[src/rtl/nn_pkg.sv]
// ============================================================================
// Module      : nn_pkg
// Description : Shared constants, FSM encoding and saturation helper for the
//               dense neuron stage.
// Revision    : 1.0 - initial release
// ============================================================================
`default_nettype none

package nn_pkg;

  localparam int DW_DEFAULT   = 8;
  localparam int FRAC_DEFAULT = 4;

  localparam int ACT_RELU  = 0;
  localparam int ACT_IDENT = 1;

  typedef enum logic [2:0] {
    ST_COLLECT = 3'd0,
    ST_MAC     = 3'd1,
    ST_BIAS    = 3'd2,
    ST_ACT     = 3'd3,
    ST_EMIT    = 3'd4
  } state_t;

  // Clamp to [0, 2^(dw-1)-1] when relu is set, else to the signed dw range.
  function automatic logic signed [31:0] sat_to_dw(input logic signed [31:0] v,
                                                   input int dw,
                                                   input logic relu);
    logic signed [31:0] hi;
    logic signed [31:0] lo;
    hi = (32'sd1 <<< (dw - 1)) - 32'sd1;
    lo = relu ? 32'sd0 : -(32'sd1 <<< (dw - 1));
    if (v > hi)      return hi;
    else if (v < lo) return lo;
    else             return v;
  endfunction

endpackage

`default_nettype wire

[src/rtl/nn_mac_unit.sv]
// ============================================================================
// Module      : nn_mac_unit
// Description : Single signed MAC: floor-scaled product or raw bias added to a
//               wrapping accumulator.
// Revision    : 1.0 - initial release
// ============================================================================
`default_nettype none

module nn_mac_unit #(
  parameter int DW    = 8,
  parameter int FRAC  = 4,
  parameter int ACC_W = 20
) (
  input  logic                    clk,
  input  logic                    rst,
  input  logic                    en,
  input  logic                    clr,
  input  logic                    bias_sel,
  input  logic signed [DW-1:0]    x,
  input  logic signed [DW-1:0]    w,
  output logic signed [ACC_W-1:0] acc
);

  logic signed [2*DW-1:0]  w_prod;
  logic signed [2*DW-1:0]  w_shift;
  logic signed [ACC_W-1:0] w_term;

  // In bias mode w carries the bias, which is already in the accumulator's Q format.
  always_comb begin
    w_prod  = (2*DW)'(x) * (2*DW)'(w);
    w_shift = w_prod >>> FRAC;
    w_term  = bias_sel ? ACC_W'(w) : ACC_W'(w_shift);
  end

  always_ff @(posedge clk) begin
    if (rst || clr) acc <= '0;
    else if (en)    acc <= acc + w_term;
  end

endmodule

`default_nettype wire

[src/rtl/nn_dense_stage.sv]
// ============================================================================
// Module      : nn_dense_stage
// Description : Serial fully-connected stage: collect N_IN activations, then
//               compute and emit N_OUT neurons through one shared MAC.
// Revision    : 1.0 - initial release
// ============================================================================
`default_nettype none

module nn_dense_stage
  import nn_pkg::*;
#(
  parameter int N_IN  = 2,
  parameter int N_OUT = 2,
  parameter int DW    = DW_DEFAULT,
  parameter int FRAC  = FRAC_DEFAULT,
  parameter int ACC_W = 20,
  parameter int ACT   = ACT_RELU,
  localparam int c_IDX_W = (N_OUT > 1) ? $clog2(N_OUT) : 1,
  localparam int c_AW    = $clog2(N_OUT*N_IN + N_OUT)
) (
  input  logic               clk,
  input  logic               rst,
  input  logic               in_valid,
  input  logic [DW-1:0]      in_data,
  output logic               in_ready,
  output logic               out_valid,
  output logic [DW-1:0]      out_data,
  output logic [c_IDX_W-1:0] out_idx,
  output logic               out_last,
  input  logic               out_ready,
  input  logic               cfg_we,
  input  logic [c_AW-1:0]    cfg_addr,
  input  logic [DW-1:0]      cfg_data,
  output logic               busy
);

  localparam int c_CW = (N_IN > 1) ? $clog2(N_IN) : 1;
  localparam logic [c_AW:0]      c_NW_X     = (c_AW+1)'(N_OUT*N_IN);
  localparam logic [c_AW:0]      c_NP_X     = (c_AW+1)'(N_OUT*N_IN + N_OUT);
  localparam logic [c_AW-1:0]    c_NW_S     = c_AW'(N_OUT*N_IN);
  localparam logic [c_CW-1:0]    c_CNT_LAST = c_CW'(N_IN - 1);
  localparam logic [c_IDX_W-1:0] c_J_LAST   = c_IDX_W'(N_OUT - 1);

  state_t               r_state;
  logic [c_CW-1:0]      r_cnt;
  logic [c_IDX_W-1:0]   r_j;
  logic [c_AW-1:0]      r_wa;
  logic signed [DW-1:0] r_x [2**c_CW];
  logic signed [DW-1:0] r_w [2**c_AW];
  logic signed [DW-1:0] r_b [2**c_IDX_W];

  logic                    w_accept;
  logic                    w_is_w;
  logic                    w_is_b;
  logic                    w_mac_en;
  logic                    w_mac_clr;
  logic                    w_bias_sel;
  logic signed [DW-1:0]    w_mac_w;
  logic signed [ACC_W-1:0] w_acc;

  always_comb begin
    w_accept   = (r_state == ST_COLLECT) && in_valid;
    w_is_w     = {1'b0, cfg_addr} < c_NW_X;
    w_is_b     = !w_is_w && ({1'b0, cfg_addr} < c_NP_X);
    w_mac_en   = (r_state == ST_MAC) || (r_state == ST_BIAS);
    w_bias_sel = (r_state == ST_BIAS);
    w_mac_clr  = (w_accept && (r_cnt == c_CNT_LAST)) ||
                 ((r_state == ST_EMIT) && out_ready && !out_last);
    w_mac_w    = w_bias_sel ? r_b[r_j] : r_w[r_wa];
  end

  // Parameter reads above use the pre-write contents, so a same-cycle write is seen next cycle.
  always_ff @(posedge clk) begin
    if (rst) begin
      r_w <= '{default: '0};
      r_b <= '{default: '0};
    end else if (cfg_we) begin
      if (w_is_w)      r_w[cfg_addr] <= cfg_data;
      else if (w_is_b) r_b[c_IDX_W'(cfg_addr - c_NW_S)] <= cfg_data;
    end
  end

  always_ff @(posedge clk) begin
    if (rst)           r_x <= '{default: '0};
    else if (w_accept) r_x[r_cnt] <= in_data;
  end

  nn_mac_unit #(
    .DW    (DW),
    .FRAC  (FRAC),
    .ACC_W (ACC_W)
  ) u_mac (
    .clk      (clk),
    .rst      (rst),
    .en       (w_mac_en),
    .clr      (w_mac_clr),
    .bias_sel (w_bias_sel),
    .x        (r_x[r_cnt]),
    .w        (w_mac_w),
    .acc      (w_acc)
  );

  // r_wa walks the flat weight file continuously, so it lands on row j+1 after row j.
  always_ff @(posedge clk) begin
    if (rst) begin
      r_state   <= ST_COLLECT;
      r_cnt     <= '0;
      r_j       <= '0;
      r_wa      <= '0;
      in_ready  <= 1'b1;
      out_valid <= 1'b0;
      out_data  <= '0;
      out_idx   <= '0;
      out_last  <= 1'b0;
      busy      <= 1'b0;
    end else begin
      case (r_state)
        ST_COLLECT: begin
          if (w_accept) begin
            if (r_cnt == c_CNT_LAST) begin
              r_cnt    <= '0;
              r_j      <= '0;
              r_wa     <= '0;
              in_ready <= 1'b0;
              busy     <= 1'b1;
              r_state  <= ST_MAC;
            end else begin
              r_cnt <= r_cnt + c_CW'(1);
            end
          end
        end
        ST_MAC: begin
          r_wa <= r_wa + c_AW'(1);
          if (r_cnt == c_CNT_LAST) begin
            r_cnt   <= '0;
            r_state <= ST_BIAS;
          end else begin
            r_cnt <= r_cnt + c_CW'(1);
          end
        end
        ST_BIAS: r_state <= ST_ACT;
        ST_ACT: begin
          out_data  <= DW'(sat_to_dw(32'(w_acc), DW, ACT == ACT_RELU));
          out_idx   <= r_j;
          out_last  <= (r_j == c_J_LAST);
          out_valid <= 1'b1;
          r_state   <= ST_EMIT;
        end
        ST_EMIT: begin
          if (out_ready) begin
            out_valid <= 1'b0;
            if (out_last) begin
              in_ready <= 1'b1;
              busy     <= 1'b0;
              r_state  <= ST_COLLECT;
            end else begin
              r_j     <= r_j + c_IDX_W'(1);
              r_state <= ST_MAC;
            end
          end
        end
        default: r_state <= ST_COLLECT;
      endcase
    end
  end

endmodule

`default_nettype wire

[config.mk]
export PLATFORM = sky130hd
export DESIGN_NAME = nn_dense_stage
export DESIGN_NICKNAME = d
export VERILOG_FILES = /design/src/rtl/nn_pkg.sv /design/src/rtl/nn_mac_unit.sv /design/src/rtl/nn_dense_stage.sv
export SDC_FILE = /design/constraint.sdc
export NUM_CORES = 1
export LEC_CHECK = 0
export CORE_ASPECT_RATIO = 0.5
export CORE_MARGIN = 2
export CORE_UTILIZATION = 34
export DETAILED_ROUTE_END_ITERATION = 7
export PLACE_DENSITY = 0.6
export SYNTH_ARGS = -nofsm -noshare
export SYNTH_HDL_FRONTEND = slang
export SYNTH_SLANG_ARGS = --single-unit
[constraint.sdc]
create_clock -name clk -period 10.8 [get_ports clk]
set_clock_uncertainty 0.2 [all_clocks]
set_input_delay 1.62 -clock clk [delete_from_list [all_inputs] [get_ports clk]]
set_output_delay 1.62 -clock clk [all_outputs]
set_load 0.005 [all_outputs]
# Word-level counts from Yosys, hierarchy flattened

Cells that the tools add are included.

Input port bits: 24
Output and inout bits: 13
Flip-flop bits (word level): 136

Reduce and logical (&&, ||, !) cells: 25
Multipliers: 1
Equality and inequality tests: 10
Bitwise operators: 6
Magnitude comparators: 12
Muxes and demuxes: 49
Add/sub/neg operators: 5

Operator list:

| kind                                                                  | count |
|---|---|
| 8-bit 2-to-1 mux                                                      | 14 |
| 64-bit bitwise mux                                                    | 1 |
| 16-bit bitwise mux                                                    | 2 |
| 8-bit binary-select mux with 3-bit select                             | 1 |
| 8-bit demux with 3-bit select                                         | 1 |
| 20-bit adder                                                          | 1 |
| 20-bit by 8-bit > comparator with 1-bit output, second input constant | 1 |
| 20-bit by 1-bit < comparator with 1-bit output, second input constant | 1 |
| 20-bit 2-to-1 mux                                                     | 1 |
| 3-bit 2-to-1 mux                                                      | 6 |
| 8-bit demux with 1-bit select                                         | 2 |
| 8-bit by 8-bit multiplier with 16-bit output                          | 1 |
| 3-bit one-hot mux with 5 select lines                                 | 1 |
| 1-bit 2-to-1 mux                                                      | 14 |
| 2-bit inequality test, second input constant                          | 6 |
| 1-bit one-hot mux with 2 select lines                                 | 5 |
| 5-bit AND reduction                                                   | 2 |
| 4-bit greater-or-equal comparator, second input constant              | 2 |
| 1-bit logical AND                                                     | 8 |
| 3-bit inverter with 4-bit output                                      | 2 |
| 3-bit by 2-bit == test with 1-bit output, second input constant       | 2 |
| 2-bit greater-or-equal comparator, second input constant              | 3 |
| 3-bit < comparator, second input constant                             | 2 |
| 1-bit inverter with 2-bit output                                      | 3 |
| 16 further kinds                                                      | 26 |

# Depth between registers and ports, before layout

Word-level depth: 8
Gate-level depth with buffers: 36

# Cells and area by module

A second synthesis with hierarchy kept.

Cells, all modules: 1031
Area, all modules: 8903.5 um^2

By module, submodules not included:

| module         | times used | area an instance (um^2) | cells an instance |
|---|---|---|---|
| nn_dense_stage | 1          | 4764.6                  | 541 |
| nn_mac_unit    | 1          | 4139.0                  | 490 |

# Worst setup path before layout

No wires, ideal clock.

Path type: register to register
From: register r_wa[0]
To: register u_mac.acc[19]
Required time: 10.529 ns
Cell stages (with the launch flop): 32
Period minus slack after synthesis: 7.859 ns
Data arrival time: 7.588 ns
Slack: 2.941 ns
Path through: dfxtp_1 > buf_2 > buf_2 > mux4_2 > mux2_2 > o21ai_1 > nor2_1 > ha_1 > inv_1 > fa_1 > inv_1 > fa_1 > inv_1 > fa_1 > inv_1 > ha_1 > or3_1 > o21ai_0 > a211oi_1 > nor3_1 > nor3_1 > o31ai_4 > ha_1 > a21o_1 > a21o_1 > a21oi_1 > nor2b_1 > a211oi_2 > o31ai_1 > xnor2_1 > or3_1 > a21oi_1

Longest elaborated chain between the ends: 8

RTL lines:

| element                                                    | line                  | text |
|---|---|---|
| start: declaration                                         | nn_dense_stage.sv:47  | `logic [c_AW-1:0] r_wa;` |
| start signal: assignment                                   | nn_dense_stage.sv:133 | `r_wa <= r_wa + c_AW'(1);` |
| 3-bit inverter with 4-bit output (implied by the code) (*) | nn_dense_stage.sv:69  | `w_mac_w = w_bias_sel ? r_b[r_j] : r_w[r_wa];` |
| 8-bit binary-select mux with 3-bit select (*)              | nn_dense_stage.sv:69  |  |
| 8-bit 2-to-1 mux (implied by the code) (*) (2 in a row)    | nn_dense_stage.sv:69  |  |
| 8-bit 2-to-1 mux (*)                                       | nn_dense_stage.sv:69  |  |
| 8-bit by 8-bit multiplier with 16-bit output               | nn_mac_unit.sv:30     | `w_prod = (2*DW)'(x) * (2*DW)'(w);` |
| 20-bit 2-to-1 mux (*)                                      | nn_mac_unit.sv:32     | `w_term = bias_sel ? ACC_W'(w) : ACC_W'(w_shift);` |
| 20-bit adder (*)                                           | nn_mac_unit.sv:37     | `else if (en) acc <= acc + w_term;` |
| end signal: assignment                                     | nn_mac_unit.sv:37     |  |
| end: declaration                                           | nn_mac_unit.sv:21     | `output logic signed [ACC_W-1:0] acc` |

Mark *: on every way between the ends. The rest lies on a longest branch, timed or not. The select of a mux whose other input is x is not followed.
A chain may end at the register's enable or synchronous reset.

# Worst setup path after layout

Same ends and word-level chain as after synthesis.

==> results.cfg <==
[sta]
relSlewSlack = 0.325
rsz0062_at_grt = false
worst_pin_slew_ns = 1.01
setup_viol = 0
hold_violations = 0
whs_ns = 0.252
fin_setup_tns_ns = 0
finalMaxSlewViolations = 0
finalCriticalPeriod_ns = 8.79
max_freq_mhz = 114
fin_crit_sh = 0.814

[cts]
htree_levels = 4
postCtsSetupBuffers = 0
cts_max_path_buffers = 2
cts_buffers = 17
clk_latency_ns = 0.43
cts_tree = yes
clock-sinks = 136
cts.clk_slew.worst_paths_ns = 0.07
cts_root_buffer = clkbuf_16
holdBufCountCts = 0
cts-resized-gates = 0

[place]
port_buffers = 36
dp_hpwl_mm = 14.8
gp_congestion = 0.842
place_area_um2 = 9330
dp_cells = 1340

[pwr]
swShare = 0.276
comb_power_share = 0.111
p_int_uw = 922
sequentialPowerShare = 0.415
ir_worst_vdd_v = 0.0000751
p_clk_frac = 0.474
pwr_density_cell_nw_per_um2 = 128
cellLeakagePower_nw = 4.03
p_switching_uw = 352

[run_status]
status = finished, final reports clean

[grt]
antenna_found_initial = 0
grt_remaining_overflow = 0
grt_first_pass_wirelength_mm = 32.7
first_global_vias = 6383
grt_usage = 0.154
grt_max_degree = 100

[floorplan]
dieWidth_um = 230
die_h_um = 117
pin_count = 37
initial_core_util = 0.345
die_area_um2 = 26900
num_rows = 41
core-area_um2 = 25100

[synth]
synth-xor-area-share = 0.0323
synth_largest_area_cell = dfxtp_1
syn_inst = 998
syn_nets = 1125
synthMuxAreaShare = 0.0783
synth_top_family_by_area = adder cells
async_flop_share = 0
synth_area_um2 = 8680
ys_ff_latch = 136
synth_warnings = 0
synth_cell_type_count = 58
synth-simple-area-share = 0.195
synth-edff-count = 0
synth_top_area_share = 0.314
avgSynthCellArea_um2 = 8.69
synth_compound_area_frac = 0.126
synth_seq_area_share = 0.314
synth-main-ff-cell = dfxtp_1
synthAdderAreaFrac = 0.196
yosys-top-cells-area = dfxtp_1, fa_1, ha_1

[routing]
drtPass1Iterations = 4
drtIter0Drc = 343
via_per_inst = 4.83
remaining_drc_errors = 0
ant_nets = 0
vias = 6621
wire_per_inst_um = 14.5
totalWireLength_mm = 19.9

[finish]
area_growth_pct = 14.6
layout.cells.non_filler = 1372
nets = 1142
layout_commonest_cell = nand2_1
n_fill_cell = 2518
drive_above_1_share = 0.0827
finalCoreUtilization = 0.396
diodes = 0
design_area_um2 = 9940
most-common-layout-cells = nand2_1, dfxtp_1, a21oi_1

[hold_path]
holdPathEnd = r_w[62]$_SDFFE_PP0P_
hp-class = reg -> reg
hold_path_depth = 2
hold_path_startpoint = r_w[62]$_SDFFE_PP0P_

[setup_path]
critPathRequiredTime_ns = 10.96
crit_arrival_ns = 8.95
crit_slowest_cell = dfxtp_1
r2r_cells = 30
r2r_end = u_mac.acc[19]$_SDFFE_PP0P_
cpMostUsedCell = inv_1
reg2reg_slack_ns = 2.01
worstPathMaxFanout = 11
worstSetupPathType = reg -> reg
rr_startpoint = r_wa[0]$_SDFFE_PP0P_
cpPeakStageDelay_ns = 0.68
worstSetupEndpointType = flip-flop
start_kind = flip-flop

[run]
drv_cap = 0
==> area by class of cell <==
type	instances	area (um^2)	area share
Clock buffer	17	425	0.0428
Clock inverter	15	189	0.0190
Tap cell	344	430	0.0433
Sequential cell	136	2720	0.274
Timing Repair Buffer	41	395	0.0398
Inverter	86	323	0.0325
Multi-Input combinational cell	733	5460	0.549
==> Yosys cell counts, drive strengths merged (7+ instances only) <==
library cell	instances
mux2i	24
nor2b	43
xnor2	21
buf	9
a21o	14
or2	14
nor3	17
xor2	11
fa	55
mux2	7
o21a	9
dfxtp	136
or3	8
clkbuf	34
nor2	91
nand3	7
nand2	155
and2	8
ha	48
a211oi	14
a21oi	100
o21ai	20
inv	86
mux4	16
==> registers in the layout (all words and copies together), names as in the netlist <==
register and count:
out_valid 1, r_w 64, r_x 16, out_last 1, out_data 8, r_j 1
busy 1, r_cnt 1, in_ready 1, u_mac.acc 20, r_b 16, r_state 3
r_wa 3
==> power by group through the flow <==
stage,clock (mW),sequential (mW),combinational [mW]
6_report,0.604,0.528,0.142
5_1_grt,0.639,0.530,0.159
4_1_cts,0.615,0.528,0.143
3_5_place_dp,0,0.539,0.142
3_3_place_gp,0,0.539,0.140
2_1_floorplan,0,0.530,0.107
==> cells by family after synthesis <==
kind of cell               Yosys count
AOI/OAI and AO/OA                  181
DFF                                136
adders and majority gates          103
buffers and inverters              129
and+or+nand+nor                    370
xor gates and xnor gates            32
muxes                               47
==> critical path: cells and delay by family (launching register included) <==
kind	cells	cell delay [ns]
and+or+nand+nor	6	1.31
adders and majority gates	6	2.70
xor gates and xnor gates	1	0.16
buffers and inverters	5	0.62
AOI/OAI and AO/OA	10	2.21
DFF	1	0.68
muxes	2	0.84
==> per-layer routing <==
metal  up-vias  track usage  part of all wire
met5         -            0                 0
met4         0       0.0439             0.011
met3        15       0.0274             0.023
met2        65        0.257              0.46
met1      3183        0.208              0.50
li1       3358            -                 -
==> metrics by stage <==
step,total power [mW],setup WS [ns]
final,1.27,2.01
after global placement,0.679,2.23
after CTS,1.29,1.97
after global routing,1.33,1.41
after floorplan,0.638,2.94
after detailed placement,0.682,2.01
==> how the worst max path moves through the flow <==
stage	start	endpoint	depth (start not counted)
after floorplan	r_wa[0]$_SDFFE_PP0P_	u_mac.acc[19]$_SDFFE_PP0P_	31
after global placement	r_wa[0]$_SDFFE_PP0P_	u_mac.acc[19]$_SDFFE_PP0P_	30
after detailed placement	r_wa[0]$_SDFFE_PP0P_	u_mac.acc[19]$_SDFFE_PP0P_	30
after CTS	r_wa[0]$_SDFFE_PP0P_	u_mac.acc[19]$_SDFFE_PP0P_	30
after global routing	r_wa[0]$_SDFFE_PP0P_	u_mac.acc[19]$_SDFFE_PP0P_	30
final	r_wa[0]$_SDFFE_PP0P_	u_mac.acc[19]$_SDFFE_PP0P_	30
No activity file was read; power rests on OpenSTA's default activity.
